<file path="config.mk">
export PLATFORM = sky130hd
export DESIGN_NAME = lock_seq_ctrl
export DESIGN_NICKNAME = d
export VERILOG_FILES = /design/src/rtl/lock_pkg.sv /design/src/rtl/digit_entry_buf.sv /design/src/rtl/lock_seq_ctrl.sv
export SDC_FILE = /design/constraint.sdc
export NUM_CORES = 1
export LEC_CHECK = 0
export ABC_AREA = 1
export CORE_MARGIN = 1.5
export CORE_UTILIZATION = 35
export CTS_CLUSTER_SIZE = 14
export DETAILED_ROUTE_END_ITERATION = 16
export SETUP_SLACK_MARGIN = 0.5
export SLEW_MARGIN = 0
export SYNTH_ARGS = -nofsm -noshare
export SYNTH_HDL_FRONTEND = slang
export SYNTH_HIERARCHICAL = 1
export SYNTH_SLANG_ARGS = --single-unit
export TNS_END_PERCENT = 20
</file>
<file path="constraint.sdc">
create_clock -name clk -period 2.75 [get_ports clk]
set_clock_uncertainty 0.15 [all_clocks]
set_input_delay 0.55 -clock clk [delete_from_list [all_inputs] [get_ports clk]]
set_output_delay 0.55 -clock clk [all_outputs]
set_load 0.005 [all_outputs]
</file>
<file path="src/rtl/lock_pkg.sv">
// Shared types and constants for the password-lock sequencer and its entry buffer.
package lock_pkg;

  typedef enum logic [2:0] {
    StIdle,
    StSetEntry,
    StLocked,
    StCheckEntry,
    StOpen,
    StAlarm
  } lock_state_e;

  localparam int unsigned NDIGITS = 3;
  localparam int unsigned DIGIT_W = 4;
  localparam int unsigned BUF_W   = NDIGITS * DIGIT_W;
  localparam int unsigned CNT_W   = 29;

  localparam logic [NDIGITS-1:0] ALL_BLANK = 3'b111;
  localparam logic [NDIGITS-1:0] FULL      = 3'b000;

  function automatic logic digit_ok(logic [DIGIT_W-1:0] code);
    return code <= DIGIT_W'(9);
  endfunction

endpackage

</file>
<file path="src/rtl/digit_entry_buf.sv">
// Shift buffer for digit entry: newest digit lands in the low nibble, mask tracks blank slots.
module digit_entry_buf
  import lock_pkg::*;
(
  input  logic               clk_i,
  input  logic               rst_ni,
  input  logic               clear_i,
  input  logic               key_i,
  input  logic [DIGIT_W-1:0] code_i,
  output logic               accept_o,
  output logic               full_o,
  output logic [BUF_W-1:0]   digits_o,
  output logic [NDIGITS-1:0] mask_o
);

  logic [BUF_W-1:0]   digits_q, digits_d;
  logic [NDIGITS-1:0] mask_q, mask_d;

  // Acceptance ignores clear_i on purpose so the controller's next-state logic stays loop-free.
  assign accept_o = key_i && digit_ok(code_i) && (mask_q != FULL);
  assign full_o   = (mask_q == FULL);
  assign digits_o = digits_q;
  assign mask_o   = mask_q;

  always_comb begin
    digits_d = digits_q;
    mask_d   = mask_q;
    if (clear_i) begin
      digits_d = '0;
      mask_d   = ALL_BLANK;
    end else if (accept_o) begin
      digits_d = {digits_q[BUF_W-DIGIT_W-1:0], code_i};
      mask_d   = {mask_q[NDIGITS-2:0], 1'b0};
    end
  end

  always_ff @(posedge clk_i) begin
    if (!rst_ni) begin
      digits_q <= '0;
      mask_q   <= ALL_BLANK;
    end else begin
      digits_q <= digits_d;
      mask_q   <= mask_d;
    end
  end

endmodule

</file>
<file path="src/rtl/lock_seq_ctrl.sv">
// Password-lock sequencer: set/lock/check/open/alarm flow, stored password, wrong-try count,
// and the display-facing mode, digit and blank-mask outputs.
module lock_seq_ctrl
  import lock_pkg::*;
#(
  parameter int unsigned MAX_TRIES    = 3,
  parameter int unsigned OPEN_CYCLES  = 100_000_000,
  parameter int unsigned IDLE_TIMEOUT = 500_000_000
) (
  input  logic         clk,
  input  logic         rst,
  input  logic         key_vld,
  input  logic [3:0]   key_code,
  input  logic         set_btn,
  input  logic         check_btn,
  input  logic         confirm_btn,
  input  logic         clr_btn,
  output logic         set,
  output logic         check,
  output logic         confirm,
  output logic         boom,
  output logic [11:0]  setnum,
  output logic [11:0]  checknum,
  output logic [2:0]   seat,
  output logic [2:0]   seatc,
  output logic         unlocked,
  output logic [1:0]   err_cnt
);

  localparam logic [CNT_W-1:0] OpenLast = CNT_W'(OPEN_CYCLES - 1);
  localparam logic [CNT_W-1:0] IdleLast = CNT_W'(IDLE_TIMEOUT - 1);
  localparam logic [1:0]       MaxErr   = 2'(MAX_TRIES);

  lock_state_e        state_q, state_d;
  logic [BUF_W-1:0]   pw_q, pw_d;
  logic               has_pw_q, has_pw_d;
  logic [1:0]         err_q, err_d, err_inc;
  logic [CNT_W-1:0]   cnt_q, cnt_d;
  logic               confirm_d;
  logic               set_q, check_q, confirm_q, boom_q, unlocked_q;

  logic               clr_req, activity, entry_key, entered_entry, entry_clear;
  logic               key_acc, entry_full;
  logic [BUF_W-1:0]   entry_digits;
  logic [NDIGITS-1:0] entry_mask;

  digit_entry_buf u_entry (
    .clk_i    (clk),
    .rst_ni   (rst),
    .clear_i  (entry_clear),
    .key_i    (entry_key),
    .code_i   (key_code),
    .accept_o (key_acc),
    .full_o   (entry_full),
    .digits_o (entry_digits),
    .mask_o   (entry_mask)
  );

  // Per-cycle priority inside entry states: clr > confirm > key; set/check are dropped there.
  always_comb begin
    state_d   = state_q;
    pw_d      = pw_q;
    has_pw_d  = has_pw_q;
    err_d     = err_q;
    confirm_d = 1'b0;
    clr_req   = 1'b0;
    activity  = 1'b0;
    entry_key = 1'b0;
    err_inc   = err_q + 2'd1;
    unique case (state_q)
      StIdle:   if (set_btn) state_d = StSetEntry;
      StLocked: if (check_btn) state_d = StCheckEntry;
      StOpen: begin
        if (set_btn) state_d = StSetEntry;
        else if (cnt_q == OpenLast) state_d = StLocked;
      end
      StSetEntry, StCheckEntry: begin
        if (clr_btn) begin
          clr_req  = 1'b1;
          activity = 1'b1;
        end else if (confirm_btn) begin
          activity = 1'b1;
          if (entry_full) begin
            if (state_q == StSetEntry) begin
              pw_d      = entry_digits;
              has_pw_d  = 1'b1;
              err_d     = '0;
              confirm_d = 1'b1;
              state_d   = StLocked;
            end else if (entry_digits == pw_q) begin
              err_d     = '0;
              confirm_d = 1'b1;
              state_d   = StOpen;
            end else begin
              err_d   = err_inc;
              state_d = (err_inc == MaxErr) ? StAlarm : StLocked;
            end
          end
        end else if (key_vld) begin
          entry_key = 1'b1;
        end
        if (!activity && !key_acc && (cnt_q == IdleLast)) begin
          state_d = (state_q == StSetEntry && !has_pw_q) ? StIdle : StLocked;
        end
      end
      StAlarm: ;
      default: state_d = StIdle;
    endcase
  end

  assign entered_entry = (state_d != state_q) &&
                         ((state_d == StSetEntry) || (state_d == StCheckEntry));
  assign entry_clear   = clr_req || entered_entry;

  // One counter serves both the OPEN dwell and the entry inactivity timer; it saturates.
  always_comb begin
    cnt_d = cnt_q;
    if ((state_d != state_q) || activity || key_acc) cnt_d = '0;
    else if (cnt_q != '1) cnt_d = cnt_q + 1'b1;
  end

  always_ff @(posedge clk) begin
    if (!rst) begin
      state_q    <= StIdle;
      pw_q       <= '0;
      has_pw_q   <= 1'b0;
      err_q      <= '0;
      cnt_q      <= '0;
      set_q      <= 1'b0;
      check_q    <= 1'b0;
      confirm_q  <= 1'b0;
      boom_q     <= 1'b0;
      unlocked_q <= 1'b0;
    end else begin
      state_q    <= state_d;
      pw_q       <= pw_d;
      has_pw_q   <= has_pw_d;
      err_q      <= err_d;
      cnt_q      <= cnt_d;
      set_q      <= (state_d == StSetEntry);
      check_q    <= (state_d == StCheckEntry);
      confirm_q  <= confirm_d;
      boom_q     <= (state_d == StAlarm);
      unlocked_q <= (state_d == StOpen);
    end
  end

  assign set      = set_q;
  assign check    = check_q;
  assign confirm  = confirm_q;
  assign boom     = boom_q;
  assign unlocked = unlocked_q;
  assign err_cnt  = err_q;
  assign setnum   = set_q ? entry_digits : '0;
  assign seat     = set_q ? entry_mask : ALL_BLANK;
  assign checknum = check_q ? entry_digits : '0;
  assign seatc    = check_q ? entry_mask : ALL_BLANK;

endmodule

</file>
==> results of run 1 <==
how the worst max path moves through the flow:
stage	end	depth (start not counted)
after floorplan	cnt_q[24]	21
after global placement	u_entry/digits_o[7]	20
after detailed placement	u_entry/digits_o[7]	20
after CTS	setnum[8]	3
after global routing	cnt_q[11]	20
final	cnt_q[9]	18
stage by stage:
| step | TNS, ns | hold slack [ns] | area, µm² | setup WS [ns] | power [W] |
|---|---|---|---|---|---|
| after detailed placement | -3.426 | 0.3216 | 4837 | -0.1192 | 0.001168 |
| final | 0 | 0.3300 | 5368 | 0.5185 | 0.002351 |
| after global routing | 0 | 0.3690 | 5368 | 0.3700 | 0.002441 |
| after global placement | -1.958 | 0.3054 | 4837 | -0.07932 | 0.001167 |
| after CTS | 0 | 0.3378 | 5245 | 0.3567 | 0.002353 |
| after floorplan | 0 | 0.2849 | 4133 | 0.3488 | 0.001111 |
flip-flops by register name, summed over array words and instances, names as in the netlist:
| name | flops |
|---|---|
| cnt_q | 29 |
| pw_q | 12 |
| u_entry/digits_o | 12 |
| state_q | 3 |
| u_entry/mask_o | 3 |
| err_cnt | 2 |
| boom | 1 |
| check | 1 |
| confirm | 1 |
| has_pw_q | 1 |
| set | 1 |
| unlocked | 1 |
logic make-up after synthesis:
group                    synth area share [%]
AO/OA/AOI/OAI                           5.761
XOR/XNOR                                5.547
adder cells (fa/ha/maj)                0.6095
buffers and inverters                   13.93
flip-flops                              32.67
AND/OR/NAND/NOR                         41.48
per-layer routing:
layer  wire length (µm)  part of all wire [%]  GRT usage (%)
met1               5161                    47          24.19
met2               5101                    46          29.90
met3                527                   4.8          3.609
met4                184                   1.7          5.907
met5                  0                     0              0
layout by cell type, fill, tap and decap left out, types with 3 or more instances in the layout:
master           instances
a21oi_1                 14
buf_4                   21
clkbuf_16               11
clkdlybuf4s50_1         41
clkinvlp_4               3
dfxtp_1                 61
dfxtp_2                  4
dlygate4sd2_1            4
inv_1                  116
inv_2                    4
nand2_1                159
nand2_2                  9
nand2_4                  6
nand3_1                 21
nand4_1                 23
nor2_1                  96
nor2_2                   4
nor2_4                  19
nor3_1                  18
nor4_1                   6
o21ai_0                 17
xnor2_1                  7
xor2_1                  19
report_power, final:
part | internal, W | total, W | switching (W)
Combinational | 0.0000942 | 0.000207 | 0.000113
Clock | 0.000702 | 0.00115 | 0.000452
Sequential | 0.000977 | 0.000989 | 0.0000123
Total | 0.00177 | 0.00235 | 0.000578
cell type report:
class / count / share of cell area, %
clock buffers: 10 / 4.266
clock inverters: 6 / 1.235
inverters: 123 / 8.788
multi-input cells: 438 / 43.17
flip-flops and latches: 67 / 25.22
well taps: 143 / 3.333
repair buffers: 74 / 13.99
repair_timing:
| item | in CTS | in global routing |
|---|---|---|
| endpoints found under the setup margin | 77 | 73 |
| pin swaps | 6 | 13 |
| gates cloned | 2 | 1 |
| gates resized for setup | 20 | 29 |
| setup buffers | 1 | 4 |
worst register-to-register path, delay by kind of cell, from the launching register on:
kind                   cells  cell delay, ns
AND/OR/NAND/NOR           15            1.18
flip-flops                 1            0.37
buffers and inverters      5            0.46
==> flow_summary.json, run 1 <==
{
  "status": "finished clean",
  "worstSetupPathType": "primary input to register",
  "netlist_area_um2": 4105,
  "min_path_type": "register to register",
  "path_clk_slew_ns": 0.06,
  "port_buffers": 47,
  "clockRootBuffer": "clkbuf_16",
  "grt_overflow_total": 0,
  "max_freq_mhz": 448.1,
  "drt-pass1-iter-count": 7,
  "wl_um": 10980,
  "period_share_pct": 81.14,
  "hpwlAfterDp_um": 8051,
  "fin_nets": 726,
  "stdcell_count": 861,
  "area_growth_pct": 30.75,
  "dp.cells": 837,
  "end_kind": "register",
  "async_flop_share_pct": 0,
  "postCtsHoldBufs": 0,
  "final_core_util_pct": 47.01,
  "drv_cap": 0,
  "die_area_um2": 12390,
  "hold_viol": 0,
  "holdPathStages": 2,
  "critical_path.top_delay_family": "simple AND/OR/NAND/NOR gates",
  "synth_most_common_cell": "nand2_1",
  "vias_per_cell": 4.783,
  "rsz0062_at_grt": "true",
  "synth_top_area_cell": "dfxtp_1",
  "drt-wirelength-per-cell_um": 12.75,
  "detail-route-antenna-nets": 0,
  "seq_area_um2": 1354,
  "ys_types": 36,
  "max-slew-margin-rel_pct": 71.64,
  "setup-violations-final": 0,
  "synthFlopType": "dfxtp_1",
  "grt_max_degree": 24,
  "synth_nets": 659,
  "tightest_slew_ns": 0.4216,
  "timing.final.max_slew_violations": 0,
  "synth_seq_cells": 67,
  "antenna_found_initial": 0,
  "num_vias": 4118,
  "cts_tree": "built",
  "syn_avg_cell_area_um2": 6.355,
  "yosysTopAreaCellShare_pct": 32.67,
  "leakagePower_nw": 2.389,
  "start_util_pct": 35.95,
  "track_usage_pct": 18.25,
  "drive_gt1_share_pct": 14.62,
  "holdPathEnd": "has_pw_q",
  "cp-start-kind": "primary input",
  "synth_common_cells": "nand2_1 (166), inv_1 (118), nor2_1 (103)",
  "coreArea_um2": 11420,
  "grt_pass1_vias": 3920,
  "grt_pass1_wl_um": 18570,
  "r2r_start": "state_q[0]",
  "cp_data_required_time_ns": 2.87,
  "critical_path_peak_fanout": 6,
  "drt-initial-drc-count": 408,
  "cpMostUsedCell": "nand2_4",
  "cts_buffers": 9,
  "yosysWarnings": 6,
  "htree_levels": 3,
  "clk_path_buf_depth": 2,
  "die_h_um": 111.3,
  "synth_area_leaders": "dfxtp_1 (33%), nand2_1 (15%), inv_1 (11%), nor2_1 (9.4%), xor2_1 (4.1%)",
  "period_needed_ns": 2.231,
  "critPathLaunch": "key_code[3]",
  "crit_buf_inv": 4,
  "reg2reg_depth": 20,
  "hold_start": "has_pw_q",
  "diodes": 0,
  "synth_edf_count": 0,
  "ys_seq_area_share_pct": 32.67,
  "powerDensity_nw_per_um2": 438.0,
  "clock_sinks": 67,
  "nFillCells": 1212,
  "die_w_um": 111.3,
  "slowest_stage": "dlygate4sd2_1",
  "rows": 39,
  "multi_input_area_um2": 2317,
  "r2r_slack_ns": 0.52,
  "io_pins": 48,
  "irDropWorstVdd_mv": 0.2107,
  "syn_inst": 646,
  "gp_congestion": 0.8677,
  "drcViolationCount": 0,
  "crit_path_max_incr_delay_ns": 0.30,
  "worst_ep_arrival_time_ns": 2.35,
  "crit_chain": "dlygate4sd2_1 > o21ai_4 > nand3_4 > inv_4 > nor2_4 > nand4_1 > nor2_1 > nand3_2 > nand2_2 > inv_2 > nand2_4 > nand2_4 > nand2_4 > nand2_2 > nor2_4 > nand2_4 > clkbuf_16 > nor2_1",
  "rr_endpoint": "cnt_q[9]",
  "clock_latency_ns": 0.33
}
(Power assumes the default switching activity.)
==> inputs of run 2 (changes only) <==
==> constraint.sdc (replaced) <==
create_clock -name clk -period 2.1 [get_ports clk]
set_clock_uncertainty 0.15 [all_clocks]
set_input_delay 0.42 -clock clk [delete_from_list [all_inputs] [get_ports clk]]
set_output_delay 0.42 -clock clk [all_outputs]
set_load 0.005 [all_outputs]
==> flow_summary.json, run 2 (synthesis results as in run 1) <==
{
  "clock_sinks": 67,
  "final_core_util_pct": 50.85,
  "path_clk_slew_ns": 0.06,
  "max-slew-margin-rel_pct": 72.73,
  "max_freq_mhz": 445.5,
  "die_w_um": 111.3,
  "stdcell_count": 894,
  "clockRootBuffer": "clkbuf_16",
  "grt_pass1_wl_um": 19640,
  "internal-power_w": 0.002623,
  "layout_commonest_cell": "nand2_1",
  "die_h_um": 111.3,
  "postCtsHoldBufs": 0,
  "diodes": 0,
  "comb_power_share_pct": 9.5,
  "cts_tree": "built",
  "setup-violations-final": 40,
  "fin_nets": 759,
  "port_buffers": 47,
  "top_register": "cnt_q",
  "antenna_found_initial": 0,
  "detail-route-antenna-nets": 0,
  "rows": 39,
  "period_share_pct": 106.9,
  "wl_um": 11860,
  "cp-start-kind": "register",
  "worstSetupPathType": "register to register",
  "num_vias": 4302,
  "clkPwrFrac_pct": 52.4,
  "drv_cap": 0,
  "grt_pass1_vias": 4138,
  "powerDensity_nw_per_um2": 583.4,
  "clk_path_buf_depth": 2,
  "track_usage_pct": 19.43,
  "worst_ep_arrival_time_ns": 2.37,
  "coreArea_um2": 11420,
  "io_pins": 48,
  "leakagePower_nw": 2.791,
  "min_path_type": "register to register",
  "layout_setup_ws_ns": -0.1447,
  "cp_data_required_time_ns": 2.22,
  "hold_viol": 0,
  "tightest_slew_ns": 0.4053,
  "grt_max_degree": 24,
  "grt_util_met1_pct": 25.67,
  "timing.final.max_slew_violations": 0,
  "use_met3_pct": 2.843,
  "vias_per_cell": 4.812,
  "period_needed_ns": 2.245,
  "htree_levels": 3,
  "grt_overflow_total": 0,
  "status": "finished, violations left",
  "drcViolationCount": 0,
  "pwr-share-seq_pct": 38.0,
  "end_kind": "register",
  "p_sw_w": 0.0007646,
  "critical_path_peak_fanout": 7,
  "dp.cells": 870,
  "nFillCells": 1151,
  "die_area_um2": 12390,
  "use_met2_pct": 32.02,
  "drt-wirelength-per-cell_um": 13.27,
  "switching_share_pct": 22.57,
  "cts_buffers": 9,
  "drt-initial-drc-count": 342,
  "rsz0062_at_grt": "true",
  "drt-pass1-iter-count": 5,
  "violations": "setup timing",
  "start_util_pct": 35.95,
  "top_usage_layer": "met2",
  "largest_reg_flops": 29,
  "clock_latency_ns": 0.33,
  "irDropWorstVdd_mv": 0.3752,
  "area_growth_pct": 41.45,
  "drive_gt1_share_pct": 31.69,
  "hpwlAfterDp_um": 8415,
  "final_cell_mix": "nand2_1 (134), inv_1 (95), nor2_1 (81)",
  "gp_congestion": 0.9426
}
-- run 2: cell types whose count changed in the layout (fill, tap and decap cells not counted), moves of 6 or more --
cell	delta
buf_2	+22
clkdlybuf4s50_1	-37
nor2_1	-15
dlygate4sd2_1	+7
inv_2	+20
nor2_2	+7
o21ai_1	+6
nand2_2	+16
nor2_4	+8
nand2_4	+9
nand2_1	-25
inv_1	-21
buf_4	+27
buf_6	+11
-- run 2: cell type report --
class	count	area, µm²	share of cell area, %
clock inverter	6	110.1	1.896
multi-input combinational	438	2496	42.99
clock buffer	10	239.0	4.115
sequential	67	1356	23.36
timing repair buffer	107	954.7	16.44
inverter	123	471.7	8.123
tap	143	178.9	3.081
-- run 2: metrics by stage --
step	worst slack [ns]	hold slack, ns	power [W]	TNS [ns]	area (µm²)
floorplan	-0.2184	0.2849	0.001457	-4.919	4141
global placement	-0.5725	0.3212	0.001547	-27.04	5090
detailed placement	-0.6249	0.3316	0.001551	-29.21	5090
CTS	-0.09972	0.3410	0.003401	-1.910	5668
global route	-0.3113	0.3642	0.003493	-10.41	5807
finish	-0.1447	0.3440	0.003388	-3.057	5807
-- run 2: repair_timing --
item | 4_1_cts | 5_1_grt
pin swaps | 18 | 24
hold endpoints to repair | 0 | 0
setup buffers | 3 | 2
endpoints found under the setup margin | 104 | 96
resized for setup | 230 | 46
cloned | 3 | 0
-- run 2: worst paths after layout --
check | slack, ns | cells past startpoint | endpoint | start
worst max-delay path | -0.14 | 16 | cnt_q[6] | u_entry/digits_o[1]
worst min-delay path | 0.34 | 2 | pw_q[11] | u_entry/digits_o[11]
worst max register to register | -0.14 | 16 | cnt_q[6] | u_entry/digits_o[1]
worst min register to register | 0.34 | 2 | pw_q[11] | u_entry/digits_o[11]
-- run 2: layer usage --
layer / vias to the layer above / share of wire (%)
li1: 2177 / -
met1: 2005 / 47
met2: 92 / 47
met3: 28 / 3.7
met4: 0 / 2.5
met5: - / 0
-- run 2: power by group through the flow --
| stage | clock network (W) | registers [W] | logic, W |
|---|---|---|---|
| 3_5_place_dp | 0 | 0.00131 | 0.000237 |
| 4_1_cts | 0.00180 | 0.00129 | 0.000311 |
| 5_1_grt | 0.00186 | 0.00129 | 0.000346 |
| 2_1_floorplan | 0 | 0.00132 | 0.000140 |
| 6_report | 0.00178 | 0.00129 | 0.000323 |
| 3_3_place_gp | 0 | 0.00131 | 0.000233 |
-- run 2: worst max-delay path: stages (launching register included) --
cell and delay (ns):
dfxtp_1 0.50, nand2_1 0.09, nand2_1 0.07, nand2_1 0.04, nor2_1 0.11, nand3_1 0.14
nand2_1 0.11, nand2_1 0.11, nand2_4 0.11, nand2_4 0.05, nand2_2 0.07, nand2_2 0.06
nor2_4 0.09, nand2_4 0.08, buf_12 0.16, buf_16 0.15, nor2_1 0.08
